===== src/rtl/rr_encoder_arbiter.sv =====
// Round-robin arbiter with registered one-hot grant and binary grant index.
// Optional forced release after TIMEOUT grant cycles: define RR_ARB_TIMEOUT_EN.
module rr_encoder_arbiter #(
    parameter int N       = 8,
    parameter int IDX_W   = 3,
    parameter int TIMEOUT = 16
) (
    input  logic             clk,
    input  logic             rst_n,
    input  logic [N-1:0]     req,
    input  logic             done,
    output logic [N-1:0]     gnt,
    output logic [IDX_W-1:0] gnt_idx,
    output logic             gnt_valid,
    output logic             timeout
);

    typedef enum logic {IDLE, GRANT} state_e;

    state_e             state_q, state_d;
    logic [IDX_W-1:0]   ptr_q, ptr_d;
    logic [IDX_W-1:0]   idx_q, idx_d;
    logic [N-1:0]       gnt_q, gnt_d;
    logic               tmo_q, tmo_d;

    logic               win_found;
    logic [IDX_W-1:0]   win_idx;
    logic [IDX_W-1:0]   cand;
    logic               release_w;
    logic               force_w;

    // Scan from ptr upward with wrap; N is a power of two so truncation wraps.
    always_comb begin
        win_found = 1'b0;
        win_idx   = '0;
        cand      = '0;
        for (int k = 0; k < N; k++) begin
            cand = ptr_q + IDX_W'(k);
            if (!win_found && req[cand]) begin
                win_found = 1'b1;
                win_idx   = cand;
            end
        end
    end

    assign release_w = done | ~req[idx_q];

`ifdef RR_ARB_TIMEOUT_EN
    localparam int CW = $clog2(TIMEOUT) + 1;

    logic [CW-1:0] hold_cnt_q, hold_cnt_d;

    // Counter rests at zero in IDLE so it is already cleared on entry to GRANT.
    always_comb begin
        hold_cnt_d = hold_cnt_q;
        if (state_q == IDLE) begin
            hold_cnt_d = '0;
        end else if (hold_cnt_q != CW'(TIMEOUT - 1)) begin
            hold_cnt_d = hold_cnt_q + CW'(1);
        end
    end

    always_ff @(posedge clk or negedge rst_n) begin
        if (!rst_n) begin
            hold_cnt_q <= '0;
        end else begin
            hold_cnt_q <= hold_cnt_d;
        end
    end

    assign force_w = (hold_cnt_q == CW'(TIMEOUT - 1)) & ~release_w;
`else
    assign force_w = 1'b0;
`endif

    always_ff @(posedge clk or negedge rst_n) begin
        if (!rst_n) begin
            state_q <= IDLE;
            ptr_q   <= '0;
            idx_q   <= '0;
            gnt_q   <= '0;
            tmo_q   <= 1'b0;
        end else begin
            state_q <= state_d;
            ptr_q   <= ptr_d;
            idx_q   <= idx_d;
            gnt_q   <= gnt_d;
            tmo_q   <= tmo_d;
        end
    end

    always_comb begin
        state_d = state_q;
        ptr_d   = ptr_q;
        idx_d   = idx_q;
        gnt_d   = gnt_q;
        tmo_d   = 1'b0;
        case (state_q)
            IDLE: begin
                if (win_found) begin
                    state_d        = GRANT;
                    idx_d          = win_idx;
                    gnt_d          = '0;
                    gnt_d[win_idx] = 1'b1;
                end
            end
            GRANT: begin
                // Done and request drop in the same cycle collapse into one release.
                if (release_w || force_w) begin
                    state_d = IDLE;
                    idx_d   = '0;
                    gnt_d   = '0;
                    ptr_d   = idx_q + IDX_W'(1);
                    tmo_d   = force_w;
                end
            end
            default: begin
                state_d = IDLE;
            end
        endcase
    end

    always_comb begin
        gnt       = gnt_q;
        gnt_idx   = idx_q;
        gnt_valid = (state_q == GRANT);
        timeout   = tmo_q;
    end

endmodule


===== config.mk =====
export PLATFORM = sky130hd
export DESIGN_NAME = rr_encoder_arbiter
export DESIGN_NICKNAME = d
export VERILOG_FILES = /design/src/rtl/rr_encoder_arbiter.sv
export SDC_FILE = /design/constraint.sdc
export NUM_CORES = 1
export LEC_CHECK = 0
export ABC_AREA = 1
export CAP_MARGIN = 15
export CELL_PAD_IN_SITES_DETAIL_PLACEMENT = 0
export CELL_PAD_IN_SITES_GLOBAL_PLACEMENT = 1
export CORE_MARGIN = 2
export CORE_UTILIZATION = 40
export CTS_CLUSTER_DIAMETER = 100
export CTS_CLUSTER_SIZE = 20
export DETAILED_ROUTE_END_ITERATION = 8
export HOLD_SLACK_MARGIN = 0.02
export PLACE_DENSITY_LB_ADDON = 0.1
export SLEW_MARGIN = 40
export SYNTH_ARGS = -nofsm -noshare
export SYNTH_HDL_FRONTEND = slang
export SYNTH_SLANG_ARGS = --single-unit

===== constraint.sdc =====
create_clock -name clk -period 5.9 [get_ports clk]
set_input_delay 1.77 -clock clk [delete_from_list [all_inputs] [get_ports clk]]
set_output_delay 1.77 -clock clk [all_outputs]
set_load 0.1 [all_outputs]

Word-level counts from Yosys, hierarchy flattened
Cells that the tools add are included.

word-level totals
  register bits after elaboration = 15
  output and inout port bits = 13
  logic and storage cells = 90

operators by class
  add/sub/neg operators = 8
  order comparisons = 11
  equality and inequality tests = 2
  multiplexer cells = 45
  bitwise operators = 3
  reduce and logical (&&, ||, !) cells = 17

operator list
  kind                                                   number
  < comparator 3 x 4 -> 1 bit, second input constant     10
  two-way mux 3 bit                                      10
  binary-select mux 1 bit (select 3 bit)                 9
  two-way mux 1 bit                                      20
  two-way mux 8 bit                                      2
  one-hot mux 8 bit (2 select lines)                     1
  adder 3 bit, second input constant                     4
  logical AND 1 bit                                      8
  logical NOT 1 bit                                      7
  adder 3 x 1 -> 3 bit, second input constant            2
  adder 3 x 2 -> 3 bit, second input constant            2
  one-hot mux 3 bit (2 select lines)                     1
  AND reduction 2 bit                                    2
  demux 1 bit (select 3 bit)                             1
  >= comparator 3 x 1 -> 1 bit, second input constant    1
  inequality test 2 x 1 -> 1 bit, second input constant  1
  inequality test 2 bit, second input constant           1
  inverter 1 bit                                         2
  one-hot mux 1 bit (2 select lines)                     1
  bitwise OR 1 bit                                       1

Logic depth before layout (Yosys ltp)
Gate-level depths: netlist of run 1.

  depth after elaboration = 30
  mapped depth = 18
  gate-level depth less buffers = 17

Least setup slack after synthesis of run 1
No wires, ideal clock.

  path kind = input -> register
  from = in req[3]
  to = reg gnt_q[3], in the netlist gnt[3]
  library setup time = 0.076 ns
  arrival = 2.993 ns
  data required time = 5.824 ns
  path slack = 2.831 ns
  cell stages on the path = 13
  buffers on the path = 0
  cell sequence = nand2_1 nand3_1 nand3_2 nand2_2 nor2_4 nand4_4 nor2_4 nand3b_1 nand2_2 nand2_4 inv_6 nand2_1 o21ai_1

between the ends
  word-level cells in the longest chain between the ends = 30

RTL lines
  what                                                                                               line  text
  from (decl)                                                                                        10    input logic [N-1:0] req,
  binary-select mux 1 bit (select 3 bit)                                                             39    if (!win_found && req[cand]) begin
  two-way mux 1 bit (not written as such)                                                            39
  two-way mux 1 bit                                                                                  39
  logical NOT 1 bit                                                                                  39
  logical AND 1 bit                                                                                  39
  two-way mux 1 bit                                                                                  39
  logical NOT 1 bit                                                                                  39
  logical AND 1 bit                                                                                  39
  [14 not listed]                                                                                    n/a
  logical AND 1 bit                                                                                  39
  two-way mux 3 bit                                                                                  39
  < comparator 3 x 4 -> 1 bit (not written as such) or >= comparator 3 x 1 -> 1 bit (tied branches)  104   gnt_d[win_idx] = 1'b1;
  logical AND 1 bit (not written as such)                                                            104
  two-way mux 1 bit (not written as such)                                                            104
  demux 1 bit (select 3 bit)                                                                         104
  two-way mux 8 bit                                                                                  100   if (win_found) begin
  one-hot mux 8 bit (2 select lines)                                                                 98    case (state_q)
  to (signal assigned)                                                                               87    gnt_q <= gnt_d;
  to (decl)                                                                                          23    logic [N-1:0] gnt_q, gnt_d;

Parallel ways exist; a longest one is shown, timed or not. The select of a mux whose other input is x is not followed.
A chain may end at the register's enable or synchronous reset.

Final worst setup path of run 1
  from = in req[7]
  to = reg gnt_q[5], in the netlist gnt[5]

Same word-level chain as after synthesis.

==> results of run 1 <==
-- worst paths after layout --
check                          from  slack (ns)  cells past startpoint         end
max                          req[7]        2.37                     13      gnt[5]
min                          gnt[0]        0.48                      2      gnt[0]
max reg2reg                ptr_q[0]        2.93                     14      gnt[5]
min reg2reg                  gnt[0]        0.48                      2      gnt[0]
max in group asynchronous     rst_n        3.60                      1  gnt_idx[0]
min in group asynchronous     rst_n        1.89                      1      gnt[7]
-- logic make-up (layout without fill, tap and decap cells) --
kind of cell	count (synthesis)	count (layout)	synth area share, %
and+or+nand+nor	138	138	46.21
buffers and inverters	27	49	9.416
AOI/OAI and AO/OA	22	22	9.067
DFF	15	15	26.16
xor gates and xnor gates	5	5	4.883
adders and majority gates	3	3	2.616
muxes	2	2	1.395
other	1	1	0.2613
-- registers in the layout, summed over array words and instances (netlist names) --
signal	count
gnt	8
gnt_idx	3
ptr_q	3
gnt_valid	1
-- through the flow --
step	instances	hold slack (ns)	util (%)	area (sq um)	worst slack, ns
detailed placement	277	0.4638	47.55	1612	2.110
finish	281	0.4829	48.32	1638	2.367
global placement	277	0.4637	49.32	1672	2.093
global route	281	0.5157	48.32	1638	2.180
CTS	281	0.4867	48.32	1638	2.384
floorplan	213	0.6176	-	1435	2.831
-- worst max-delay path: stages --
cell and delay, ns:
clkdlybuf4s50_1 0.47, nand2_1 0.14, nand3_2 0.10, nand3_2 0.12
nand2_2 0.11, nor2_4 0.16, nand3_1 0.11, o21ai_0 0.22
nand3b_1 0.20, nand3_2 0.16, inv_2 0.08, nand2_1 0.05
nand2_1 0.06
-- cell usage after synthesis (all sizes together) --
| cell | n | share of area (%) |
|---|---|---|
| nand2 | 77 | 21 |
| nand3 | 36 | 15 |
| inv | 23 | 6.5 |
| nor2 | 18 | 5.9 |
| dfrtp | 15 | 26 |
| o21ai | 13 | 4.5 |
| buf | 4 | 2.9 |
| a21oi | 3 | 1.0 |
| ha | 3 | 2.6 |
| nand3b | 3 | 1.6 |
| nand4 | 3 | 2.4 |
| xnor2 | 3 | 3.1 |
| mux2i | 2 | 1.4 |
| o221ai | 2 | 1.2 |
| o22ai | 2 | 0.87 |
| xor2 | 2 | 1.7 |
| a31oi | 1 | 0.87 |
| conb | 1 | 0.26 |
| nor3 | 1 | 0.35 |
| o21bai | 1 | 0.52 |
-- per-layer routing --
metal  track usage, %  share of wire, %
met5                0                 0
met4            9.511               3.1
met3            1.408               3.7
met2            30.73                47
met1            24.14                46
-- area by class of cell --
class                      count  share of cell area (%)
tap                           46                   3.514
multi-input combinational    171                   56.46
timing repair buffer          22                   9.778
sequential                    15                   22.92
clock buffer                   4                   1.604
inverter                      23                   5.730
==> out/metrics.cfg, run 1 <==
[grt]
grt_usage_pct = 18.55
grt_pass1_vias = 1344
antenna_found_initial = 0
grt-ovfl-total = 0
grt_pass1_wl_um = 6030
grt_max_degree = 16

[run_status]
outcome = finished clean

[timing]
fin_crit_sh_pct = 59.88
relSlewSlack_pct = 56.25
hold_violations = 0
fin_crit_ns = 3.533
tightest_slew_ns = 0.6542
maxSlewViolCount = 0
setup_viol = 0
fin_tns_setup_ns = 0
fin_skew_ns = 0.003233
max_freq_mhz = 283.0
rsz0062_at_grt = false

[cts]
post_cts_resized = 0
cts_max_level = 1
cts_buffer_depth = 2
cts_tree = yes
post-cts-setup-buffers = 0
cts.reportedPaths.clkPinSlew_ns = 0.08
cts.hold.buffers_added = 0
cts_root_buf = clkbuf_4
cts_buffers = 3
clock-sinks = 15
clk-insertion-delay-late_ns = 0.28

[final_layout]
nFillCells = 362
synthToLayoutAreaGrowth_pct = 14.12
seq_area_sq_um = 375.4
final_common_cell = nand2_1
drive_above_1_share_pct = 16.17
final_nets = 250
layout_common_cells = nand2_1 (72), nand3_1 (30), inv_1 (18)
multi_input_area_sq_um = 924.6
antennaDiodeCount = 0

[logic_synthesis]
netlist_instances = 213
yosysUniqueCellTypes = 33
syn_avg_cell_area_sq_um = 6.738
ys_ff_latch = 15
synth_area_sq_um = 1435
ys_seq_area_share_pct = 26.16
synth_nets = 227
yosys_warnings = 0

[floorplan]
initial_core_util_pct = 42.34
die_area_sq_um = 4083
rows = 21
ios = 24
fp.coreArea_sq_um = 3390
dieHeight_um = 63.90
die_x_um = 63.90

[route]
firstDrtPassIters = 4
post_drt_wl_per_cell_um = 12.58
wirelength_um = 3534
drtAntennaViolNets = 0
vias_per_cell = 5.210
vias = 1464
drc = 0
dr.first_iter.drc_count = 80

[worst_setup_path]
arrival_ns = 3.76
critPathKind = in -> reg
path_max_fanout = 4
critPathRequiredTime_ns = 6.12
start_kind = primary input
cp-end-kind = flop

[place]
port_buffers = 22
hpwl_um = 2868
gp_congestion = 0.8917

[flow_run]
max_cap_viol_count = 0

[worst_hold_path]
hold_path_class = reg -> reg

Power of run 1 is not shown: default switching activity piles up to over one toggle a cycle in this logic, so the estimate is an artifact.
==> run 2: changes to the inputs <==
Settings changed: CORE_UTILIZATION 40 to 37.
Clock period 5.9 ns to 3.7 ns, I/O delays scaled along.
==> run 2 against run 1 <==
Clock-buffer cell count stayed put. Hold slack worse by 0.0041 ns. Largest cell class unchanged. Global-route usage hardly changed. Critical path depth is 1 higher. Cell count is 0.71% higher. Highest routed layer unchanged.
==> out/metrics.cfg, run 2 (synthesis gave the netlist of run 1 again) <==
[route]
firstDrtPassIters = 4
vias_per_cell = 5.074
drc = 0
wirelength_um = 3590
vias = 1436
dr.first_iter.drc_count = 82
post_drt_wl_per_cell_um = 12.69
drtAntennaViolNets = 0

[final_layout]
seq_area_sq_um = 375.4
nFillCells = 389
multi_input_area_sq_um = 924.6
final_area_sq_um = 1689
drive_above_1_share_pct = 16.17
synthToLayoutAreaGrowth_pct = 17.70
layout_common_cells = nand2_1 (72), nand3_1 (30), inv_1 (18)
final_common_cell = nand2_1
fin_util_pct = 45.79
largest_register_ffs = 8
final_nets = 250
antennaDiodeCount = 0

[floorplan]
ios = 24
rows = 22
fp.coreArea_sq_um = 3689
die_area_sq_um = 4393
dieHeight_um = 66.28
initial_core_util_pct = 38.91
die_x_um = 66.28

[worst_setup_path]
start_kind = primary input
cp-end-kind = flop
critical_path_buf_inv_count = 2
r2r-end = gnt[2]
worstPathCellList = clkdlybuf4s50_1, nand2_1, nand3_1, nand3_2, nand2_2, nor2_4, nand4_4, nor2_4, nand3b_1, nand2_2, nand2_4, inv_6, nand2_1, o21ai_1
path_max_fanout = 9
rrSetupSlack_ns = 0.82
critPathKind = in -> reg
critPathRequiredTime_ns = 3.87
max_stage_delay_ns = 0.47
arrival_ns = 3.07
reg2reg_from = ptr_q[0]
critPathTopFamily = simple AND/OR/NAND/NOR gates
reg2reg_depth = 15
slowest_stage = clkdlybuf4s50_1

[run_status]
outcome = finished clean

[cts]
post-cts-setup-buffers = 0
post_cts_resized = 0
clk-insertion-delay-late_ns = 0.24
cts_root_buf = clkbuf_8
clock-sinks = 15
cts.hold.buffers_added = 0
cts_max_level = 1
cts.reportedPaths.clkPinSlew_ns = 0.06
cts_buffers = 3
cts_tree = yes
cts_buffer_depth = 2

[grt]
grt_pass1_vias = 1390
grt_pass1_wl_um = 6306
grt-ovfl-total = 0
grt_max_degree = 16
grt_usage_pct = 18.56
antenna_found_initial = 0

[worst_hold_path]
hp-start = gnt[5]
hold_path_class = reg -> reg
whs_path_depth = 2
hold_path_end = gnt[5]

[timing]
fin_skew_ns = 0.002326
max_freq_mhz = 344.1
tightest_slew_ns = 0.6651
hold_violations = 0
fin_crit_sh_pct = 78.55
relSlewSlack_pct = 55.52
setup_viol = 0
rsz0062_at_grt = false
fin_tns_setup_ns = 0
maxSlewViolCount = 0
fin_crit_ns = 2.906

[flow_run]
max_cap_viol_count = 0

[place]
hpwl_um = 2999
port_buffers = 22
gp_congestion = 0.8564
placed_area_sq_um = 1644

-- run 2: metrics by stage --
step | worst slack [ns] | hold WS (ns) | cells
detailed placement | 0.5479 | 0.4659 | 279
global placement | 0.5690 | 0.4656 | 279
CTS | 0.7989 | 0.4830 | 283
floorplan | 1.291 | 0.6176 | 213
global route | 0.5079 | 0.5131 | 283
finish | 0.7935 | 0.4789 | 283
-- run 2: metal layers --
metal	vias up	global-route usage, %	part of all wire (%)
met5	-	0	0
li1	744	-	-
met4	0	4.082	0.50
met3	2	1.022	3.7
met2	30	31.50	50
met1	660	25.89	46
-- run 2: how the worst max path moves through the flow --
stage / from / to / cells past startpoint
2_1_floorplan: req[3] / gnt[3] / 13
3_3_place_gp: req[3] / gnt[5] / 14
3_5_place_dp: req[7] / gnt[2] / 14
4_1_cts: req[7] / gnt[2] / 14
5_1_grt: ptr_q[0] / gnt[6] / 15
6_report: req[3] / gnt[2] / 14
-- run 2: cell type report --
cell class                 count  area share (%)
tap                           48           3.556
timing repair buffer          22           11.26
clock buffer                   4           2.667
multi-input combinational    171           54.74
inverter                      23           5.556
sequential                    15           22.22
-- run 2: tightest hold or removal path: stages, from the launching register on --
cell and delay, ns:
dfrtp_1 0.34, nand2_1 0.05, nand2_1 0.06
Power of run 2 is left out for the same reason.
==> run 3: changes to the inputs <==
Clock period 3.7 ns to 2.8 ns, I/O delays scaled along.
==> run 3 against run 2 <==
Setup slack got worse by 0.59 ns. Critical path depth did not move. Cell count rose by 1.4%. Via count rose by 0.42%. Critical path type unchanged. Largest cell class unchanged.
==> out/metrics.cfg, run 3 (synthesis gave the netlist of run 1 again) <==
[route]
vias_per_cell = 5.024
dr.first_iter.drc_count = 100
post_drt_wl_per_cell_um = 12.42
met1_length_um = 1644
met2WireLength_um = 1752
firstDrtPassIters = 4
drtAntennaViolNets = 0
drc = 0
route.met3.wl_um = 128
maxUsedRoutingLayer = met4
vias = 1442
wirelength_um = 3564

[timing]
hold_violations = 0
setup_viol = 0
fin_crit_sh_pct = 92.90
relSlewSlack_pct = 55.65
fin_crit_ns = 2.601
rsz0062_at_grt = false
maxSlewViolCount = 0
tightest_slew_ns = 0.6632
max_freq_mhz = 384.4
fin_skew_ns = 0.001003

[floorplan]
die_x_um = 66.28
die_area_sq_um = 4393
ios = 24
dieHeight_um = 66.28
fp.coreArea_sq_um = 3689
initial_core_util_pct = 38.91
rows = 22

[worst_setup_path]
path_max_fanout = 9
critPathRequiredTime_ns = 2.97
arrival_ns = 2.77
reg2reg_depth = 15
critPathKind = in -> reg
rrSetupSlack_ns = 0.26
start_kind = primary input
cp-end-kind = flop

[cts]
cts_root_buf = clkbuf_8
cts.reportedPaths.clkPinSlew_ns = 0.06
cts.hold.buffers_added = 0
clk-insertion-delay-late_ns = 0.24
cts_tree = yes
clock-sinks = 15
cts_max_level = 1
post-cts-setup-buffers = 0
cts_buffers = 3
cts_buffer_depth = 2
post_cts_resized = 0

[run_status]
outcome = finished clean

[final_layout]
final_common_cell = nand2_1
layout_common_cells = nand2_1 (72), nand3_1 (27), inv_1 (18)
seq_area_sq_um = 375.4
fin_util_pct = 47.08
antennaDiodeCount = 0
nFillCells = 393
final_nets = 254
synthToLayoutAreaGrowth_pct = 21.01
drive_above_1_share_pct = 18.83
multi_input_area_sq_um = 939.7
largest_register_ffs = 8

[grt]
grt_pass1_vias = 1400
grt-ovfl-total = 0
grt_max_degree = 16
antenna_found_initial = 0
grt_pass1_wl_um = 6072
grt_usage_pct = 17.65

[flow_run]
max_cap_viol_count = 0

[worst_hold_path]
whs_path_depth = 2
hold_path_class = reg -> reg

[place]
gp_congestion = 0.8834
port_buffers = 22
hpwl_um = 2962

-- run 3: final cells by class --
class                      instances  share of cell area (%)
multi-input combinational        171                   54.11
sequential                        15                   21.61
timing repair buffer              26                   12.82
inverter                          23                   5.403
tap                               48                   3.458
clock buffer                       4                   2.594
-- run 3: worst paths after layout --
check / to / startpoint
setup / recovery: gnt[3] / req[2]
hold / removal: gnt[5] / gnt[5]
setup reg to reg: gnt[3] / ptr_q[1]
hold reg to reg: gnt[5] / gnt[5]
max in group asynchronous: gnt_idx[0] / rst_n
min in group asynchronous: gnt[5] / rst_n
-- run 3: per-layer routing --
layer,GRT usage (%),vias up
li1,-,746
met2,30.13,38
met4,6.888,0
met1,22.77,654
met3,1.704,4
met5,0,-
-- run 3: worst max-delay path: stages --
cell and delay [ns]:
clkdlybuf4s50_1 0.46, nand2_1 0.11, nand3_1 0.12, nand3_2 0.12, nand2_2 0.08, nor2_4 0.15, nand4_4 0.13, nor2_4 0.20
nand3b_1 0.12, nand2_2 0.13, nand2_4 0.08, inv_6 0.09, nand2_1 0.05, o21ai_1 0.07
-- run 3: metrics by stage --
step | hold slack, ns | setup TNS, ns | std cells | setup slack [ns] | cell area [sq um]
finish | 0.4780 | 0 | 287 | 0.1988 | 1737
global route | 0.5005 | 0 | 287 | 0.01162 | 1737
CTS | 0.4834 | 0 | 287 | 0.1890 | 1719
detailed placement | 0.4665 | -0.1449 | 283 | -0.04203 | 1674
global placement | 0.4652 | -0.1024 | 283 | -0.04035 | 1674
floorplan | 0.5444 | 0 | 213 | 0.5297 | 1435
Power of run 3 is left out for the same reason.
==> variant 1: new RTL, config.mk and constraints of run 3 <==
The option `RR_ARB_TIMEOUT_EN` is turned on by a define.
--- a/src/rtl/rr_encoder_arbiter.sv
+++ b/src/rtl/rr_encoder_arbiter.sv
@@ -1,5 +1,7 @@
 // Round-robin arbiter with registered one-hot grant and binary grant index.
 // Optional forced release after TIMEOUT grant cycles: define RR_ARB_TIMEOUT_EN.
+`define RR_ARB_TIMEOUT_EN
+
 module rr_encoder_arbiter #(
     parameter int N       = 8,
     parameter int IDX_W   = 3,
Behaviour: same outputs for any inputs over 10 cycles, from zero or initial values and one cycle with rst_n low; that may be too few to reach the edited logic, so the function may still have changed.
==> variant 1 against run 3 <==
Sequential cell count grew 6; critical path depth unchanged; design area increased by 29%; area after synthesis is 26% higher; critical endpoint is now gnt[2]$_DFFE_PN0P_; setup slack improved by 0.029 ns; highest routed layer unchanged; wire length up 33%; core utilization rose by 0.33 points; non-clock buffer count rose by 13.
Power is left out: the tool's default activity adds up to more than one toggle a clock period on the data nets, which glitch-free logic cannot reach.
==> variant 1: results (changes against run 3) <==
outcome = finished, final reports clean (unchanged)
dpl cell area = 0.00217 sq mm (was 0.00167 sq mm)
synth unique cells = 33 (unchanged)
worst-skew pair later-pin latency = 0.26 ns (was 0.24 ns)
Max-slew headroom = 61.8% (was 55.6%)
initial antenna violation count = 0 (unchanged)
top cells by area, synth = dfrtp_1 (29%), nand2_1 (16%), nand3_1 (8.6%), nand3_2 (8.3%), inv_1 (4.4%) (was dfrtp_1 (26%), nand2_1 (19%), nand3_1 (10%), inv_1 (4.7%), nand3_2 (4.2%))
post-synthesis net count = 267 (was 227)
nets = 307 (was 254)
DRC viols = 0 (unchanged)
CTS Root Cell = clkbuf_8 (unchanged)
main flop type after synthesis = dfrtp_1 (unchanged)
WL per Instance = 13.3 microns (was 12.4 microns)
layout cells sized above 1 = 26.6% (was 18.8%)
GRT Total Usage = 19.5% (was 17.7%)
Adder-Cell Fraction of Synth Area = 3.46% (was 2.62%)
Hold WC Path Type = flop to flop (unchanged)
CTS max path bufs = 2 (unchanged)
Compound-Gate Fraction of Synth Area = 7.88% (was 9.07%)
global-route wire length before repair = 8.26 mm (was 6.07 mm)
Data arrival, critical path = 2.76 ns (was 2.77 ns)
delay-heaviest family, CP = simple AND/OR/NAND/NOR gates (unchanged)
mux cell area share after synthesis = 1.11% (was 1.39%)
n_diodes = 0 (unchanged)
CTS Buf Count = 3 (unchanged)
Ys Warns = 0 (unchanged)
clk slew on worst S/H paths = 0.07 ns
worst slack, placed = -0.0739 ns (was -0.0420 ns)
Filler cells = 517 (was 393)
post-synthesis xor/xnor area fraction = 4.28% (was 4.88%)
H-tree lvl count = 1 (unchanged)
Initial DRC Count = 72 (was 100)
via/cell ratio = 4.81 (was 5.02)
HPWL Detailed = 3.78 mm (was 2.96 mm)
synth cell count leaders = nand2_1 (76), nand3_1 (31), dfrtp_1 (21), inv_1 (21), nand3_2 (15) (was nand2_1 (72), nand3_1 (30), inv_1 (18))
Worst Clk Skew = 0.00783 ns (was 0.00100 ns)
PortBufs = 23 (was 22)
max FFs per register = 8 (unchanged)
Seq/Total Area, Yosys = 29.0% (was 26.2%)
CP max stage cell = clkdlybuf4s50_1 (unchanged)
Max stage delay on crit path = 0.46 ns (about the same)
crit-path max FO = 4 (was 9)
DRT Pass-1 Iters = 4 (unchanged)
largest net degree at the start of global routing = 22 (was 16)
vias in the first global route = 1735 (was 1400)
GPL Wtd Cong = 0.800 (was 0.883)
fraction of registers with async set/reset = 100% (unchanged)
variant 1: cell families (layout without fill, tap and decap cells):
logic type | Yosys count | after routing
flops | 21 | 21
buf+inv | 34 | 73
compound gates | 25 | 25
fa+ha+maj | 5 | 5
mux | 2 | 2
simple gates | 159 | 159
xor+xnor | 5 | 5
variant 1: worst reg2reg max path: stages (launching register included):
cell and delay, ns:
dfrtp_1 0.37, clkinv_2 0.15, ha_2 0.37, inv_2 0.18, nand3_2 0.15, nand3_1 0.16, nand2_2 0.09, nor2_4 0.13
nand4_4 0.11, nor2_4 0.17, nand3b_1 0.13, nand2_2 0.13, nand2_4 0.08, clkinv_4 0.09, nand2_1 0.05, o21ai_1 0.07
variant 1: path summary, 6_finish.rpt:
path,startpoint,to,slack (ns),cells past startpoint
max,req[0],gnt[2]$_DFFE_PN0P_,0.23,14
min,gnt[1]$_DFFE_PN0P_,gnt[1]$_DFFE_PN0P_,0.48,2
max reg2reg,ptr_q[1]$_DFFE_PN0P_,gnt[7]$_DFFE_PN0P_,0.30,15
min reg2reg,gnt[1]$_DFFE_PN0P_,gnt[1]$_DFFE_PN0P_,0.48,2
max in group asynchronous,rst_n,gnt[0]$_DFFE_PN0P_,1.66,2
min in group asynchronous,rst_n,hold_cnt_q[4]$_DFFE_PN0P_,0.91,2
variant 1: final cells by class:
type	instances	area (sq um)	area share (%)
Clock buffer	3	41.3	1.84
Clock inverter	1	5.00	0.223
Inverter	30	119	5.31
Multi-Input combinational cell	196	1150	51.2
Sequential cell	21	526	23.5
Tap cell	67	83.8	3.74
Timing Repair Buffer	39	318	14.2
variant 1: timing repair:
action,CTS,global route
hold endpoints to repair,0,0
resized for setup,0,6
buffers inserted,0,0
setup endpoints to repair,0,8
variant 1: through the flow:
| stage | instances | hold slack [ns] | setup TNS [ns] |
|---|---|---|---|
| final | 357 | 0.479 | 0 |
| after global routing | 357 | 0.510 | 0 |
| after CTS | 357 | 0.487 | 0 |
| after detailed placement | 353 | 0.466 | -0.319 |
| after global placement | 353 | 0.465 | -0.528 |
| after floorplan | 251 | 0.489 | 0 |
variant 1: metal layers:
| metal | GRT usage [%] | wire length [microns] |
|---|---|---|
| met2 | 33.3 | 2300 |
| met3 | 1.49 | 77 |
| met5 | 0 | 0 |
| met4 | 5.45 | 84 |
| met1 | 26.6 | 2280 |
==> variant 2: new RTL, flow settings as in run 3 <==
Made on the original files. The parameter `IDX_W` goes from 3 to 2.
--- a/src/rtl/rr_encoder_arbiter.sv
+++ b/src/rtl/rr_encoder_arbiter.sv
@@ -2,7 +2,7 @@
 // Optional forced release after TIMEOUT grant cycles: define RR_ARB_TIMEOUT_EN.
 module rr_encoder_arbiter #(
     parameter int N       = 8,
-    parameter int IDX_W   = 3,
+    parameter int IDX_W   = 2,
     parameter int TIMEOUT = 16
 ) (
     input  logic             clk,
Interface: changed (resized gnt_idx); port bits go from 24 to 23. The function was not compared with the original's and may differ.
==> variant 2 against run 3 <==
Via count fell by 47%; global-route usage fell by 2.6 points; sequential share of layout area rose by 3.1 points; fmax rose by 23%; sequential cell count fell by 6; area after synthesis fell by 46%; core utilization fell by 1.2 points; non-clock buffer count fell by 13; design area fell by 48%; setup slack improved by 0.48 ns; wire length fell by 54%; critical endpoint is now gnt_idx[1]$_DFFE_PN0P_; largest cell class unchanged.
Power is not shown: default switching activity piles up to over one toggle a cycle in this logic, so the estimate is an artifact.
==> variant 2: results (changes against run 3) <==
outcome = finished, final reports clean (unchanged)
WHS Path Cells = 2 (unchanged)
Worst Reg-to-Reg Cells = 9 (was 15)
Worst Clk Skew = 0.00367 ns (was 0.00100 ns)
cell count after synthesis = 124 (was 213)
dpl cell area = 883 sq um (was 0.00167 sq mm)
global-route wire length before repair = 2.80 mm (was 6.07 mm)
Layout Cells excl Fill = 165 (was 287)
R2R Path End = gnt_idx[1]$_DFFE_PN0P_ (was gnt[3]$_DFFE_PN0P_)
worst hold margin = 0.479 ns (was 0.478 ns)
layout cells sized above 1 = 20.3% (was 18.8%)
CP max stage cell = clkdlybuf4s50_1 (unchanged)
synth cell count leaders = nand2_1 (57), dfrtp_1 (9), inv_1 (9), nand2_2 (9), nand3_1 (8) (was nand2_1 (72), nand3_1 (30), inv_1 (18))
synth unique cells = 19 (was 33)
max FFs per register = 4 (was 8)
PortBufs = 13 (was 22)
Data arrival, critical path = 2.27 ns (was 2.77 ns)
HPWL Detailed = 1.33 mm (was 2.96 mm)
nets = 150 (was 254)
worst-skew pair later-pin latency = 0.27 ns (was 0.24 ns)
largest net degree at the start of global routing = 14 (was 16)
vias in the first global route = 645 (was 1400)
dpl cells = 161 (was 283)
GPL Wtd Cong = 0.810 (was 0.883)
HP Start = gnt[0]$_DFFE_PN0P_ (was gnt[5]$_DFFE_PN0P_)
crit-path max FO = 4 (was 9)
worst slack, placed = 0.380 ns (was -0.0420 ns)
total number of vias = 765 (was 1442)
R2R Path Start = ptr_q[0]$_DFFE_PN0P_ (was ptr_q[1]$_DFFE_PN0P_)
H-tree lvl count = 1 (unchanged)
GRT Total Usage = 15.1% (was 17.7%)
Initial DRC Count = 12 (was 100)
DRT Pass-1 Iters = 5 (was 4)
CTS Root Cell = clkbuf_4 (was clkbuf_8)
Max stage delay on crit path = 0.53 ns (was 0.46 ns)
R2R setup slack = 1.04 ns (was 0.26 ns)
top cells by area, synth = dfrtp_1 (29%), nand2_1 (27%), nand2_2 (7.2%), buf_4 (5.8%), nand3_1 (5.1%) (was dfrtp_1 (26%), nand2_1 (19%), nand3_1 (10%), inv_1 (4.7%), nand3_2 (4.2%))
Seq/Total Area, Yosys = 28.9% (was 26.2%)
WL per Instance = 9.99 microns (was 12.4 microns)
Filler cells = 207 (was 393)
Hold EP = gnt[0]$_DFFE_PN0P_ (was gnt[5]$_DFFE_PN0P_)
==> variant 2: cell count changes in the layout (fill, tap and decap cells not counted), sizes merged, moves of 7 or more <==
cell,delta
buf,-9
nor2,-11
o21ai,-7
inv,-11
nand3,-28
nand2,-10
==> variant 2: tightest hold or removal path: stages, from the launching register on <==
cell,delay (ns)
dfrtp_1,0.34
nand2_1,0.05
nand2_1,0.05
==> variant 2: cell families after synthesis <==
family / synth area share, %
AO/OA/AOI/OAI: 5.95
buffers and inverters: 13.0
XOR/XNOR: 1.13
other: 0.482
AND/OR/NAND/NOR: 50.5
flip-flops: 28.9
==> variant 2: worst max path at each step <==
stage | start | endpoint | slack, ns | cells after the start
floorplan | gnt_idx[0]$_DFFE_PN0P_ | gnt[1]$_DFFE_PN0P_ | 0.89 | 9
global placement | req[2] | gnt[2]$_DFFE_PN0P_ | 0.38 | 10
detailed placement | req[2] | gnt_idx[1]$_DFFE_PN0P_ | 0.38 | 10
CTS | req[2] | gnt_idx[1]$_DFFE_PN0P_ | 0.67 | 10
global route | req[2] | gnt[2]$_DFFE_PN0P_ | 0.45 | 10
finish | req[2] | gnt_idx[1]$_DFFE_PN0P_ | 0.68 | 10
==> variant 2: layout make-up <==
type	count	area, sq um	share of cell area, %
flip-flops and latches	9	225	24.8
well taps	27	33.8	3.71
repair buffers	13	113	12.4
inverters	12	45.0	4.95
clock buffers	4	26.3	2.89
multi-input cells	100	467	51.3
==> variant 2: metal layers <==
| metal | global-route usage, % | up-vias | part of all wire (%) |
|---|---|---|---|
| li1 | - | 403 | - |
| met3 | 4.55 | 4 | 4.1 |
| met2 | 23.8 | 17 | 46 |
| met1 | 19.3 | 341 | 48 |
| met4 | 5.56 | 0 | 2.1 |
| met5 | 0 | - | 0 |
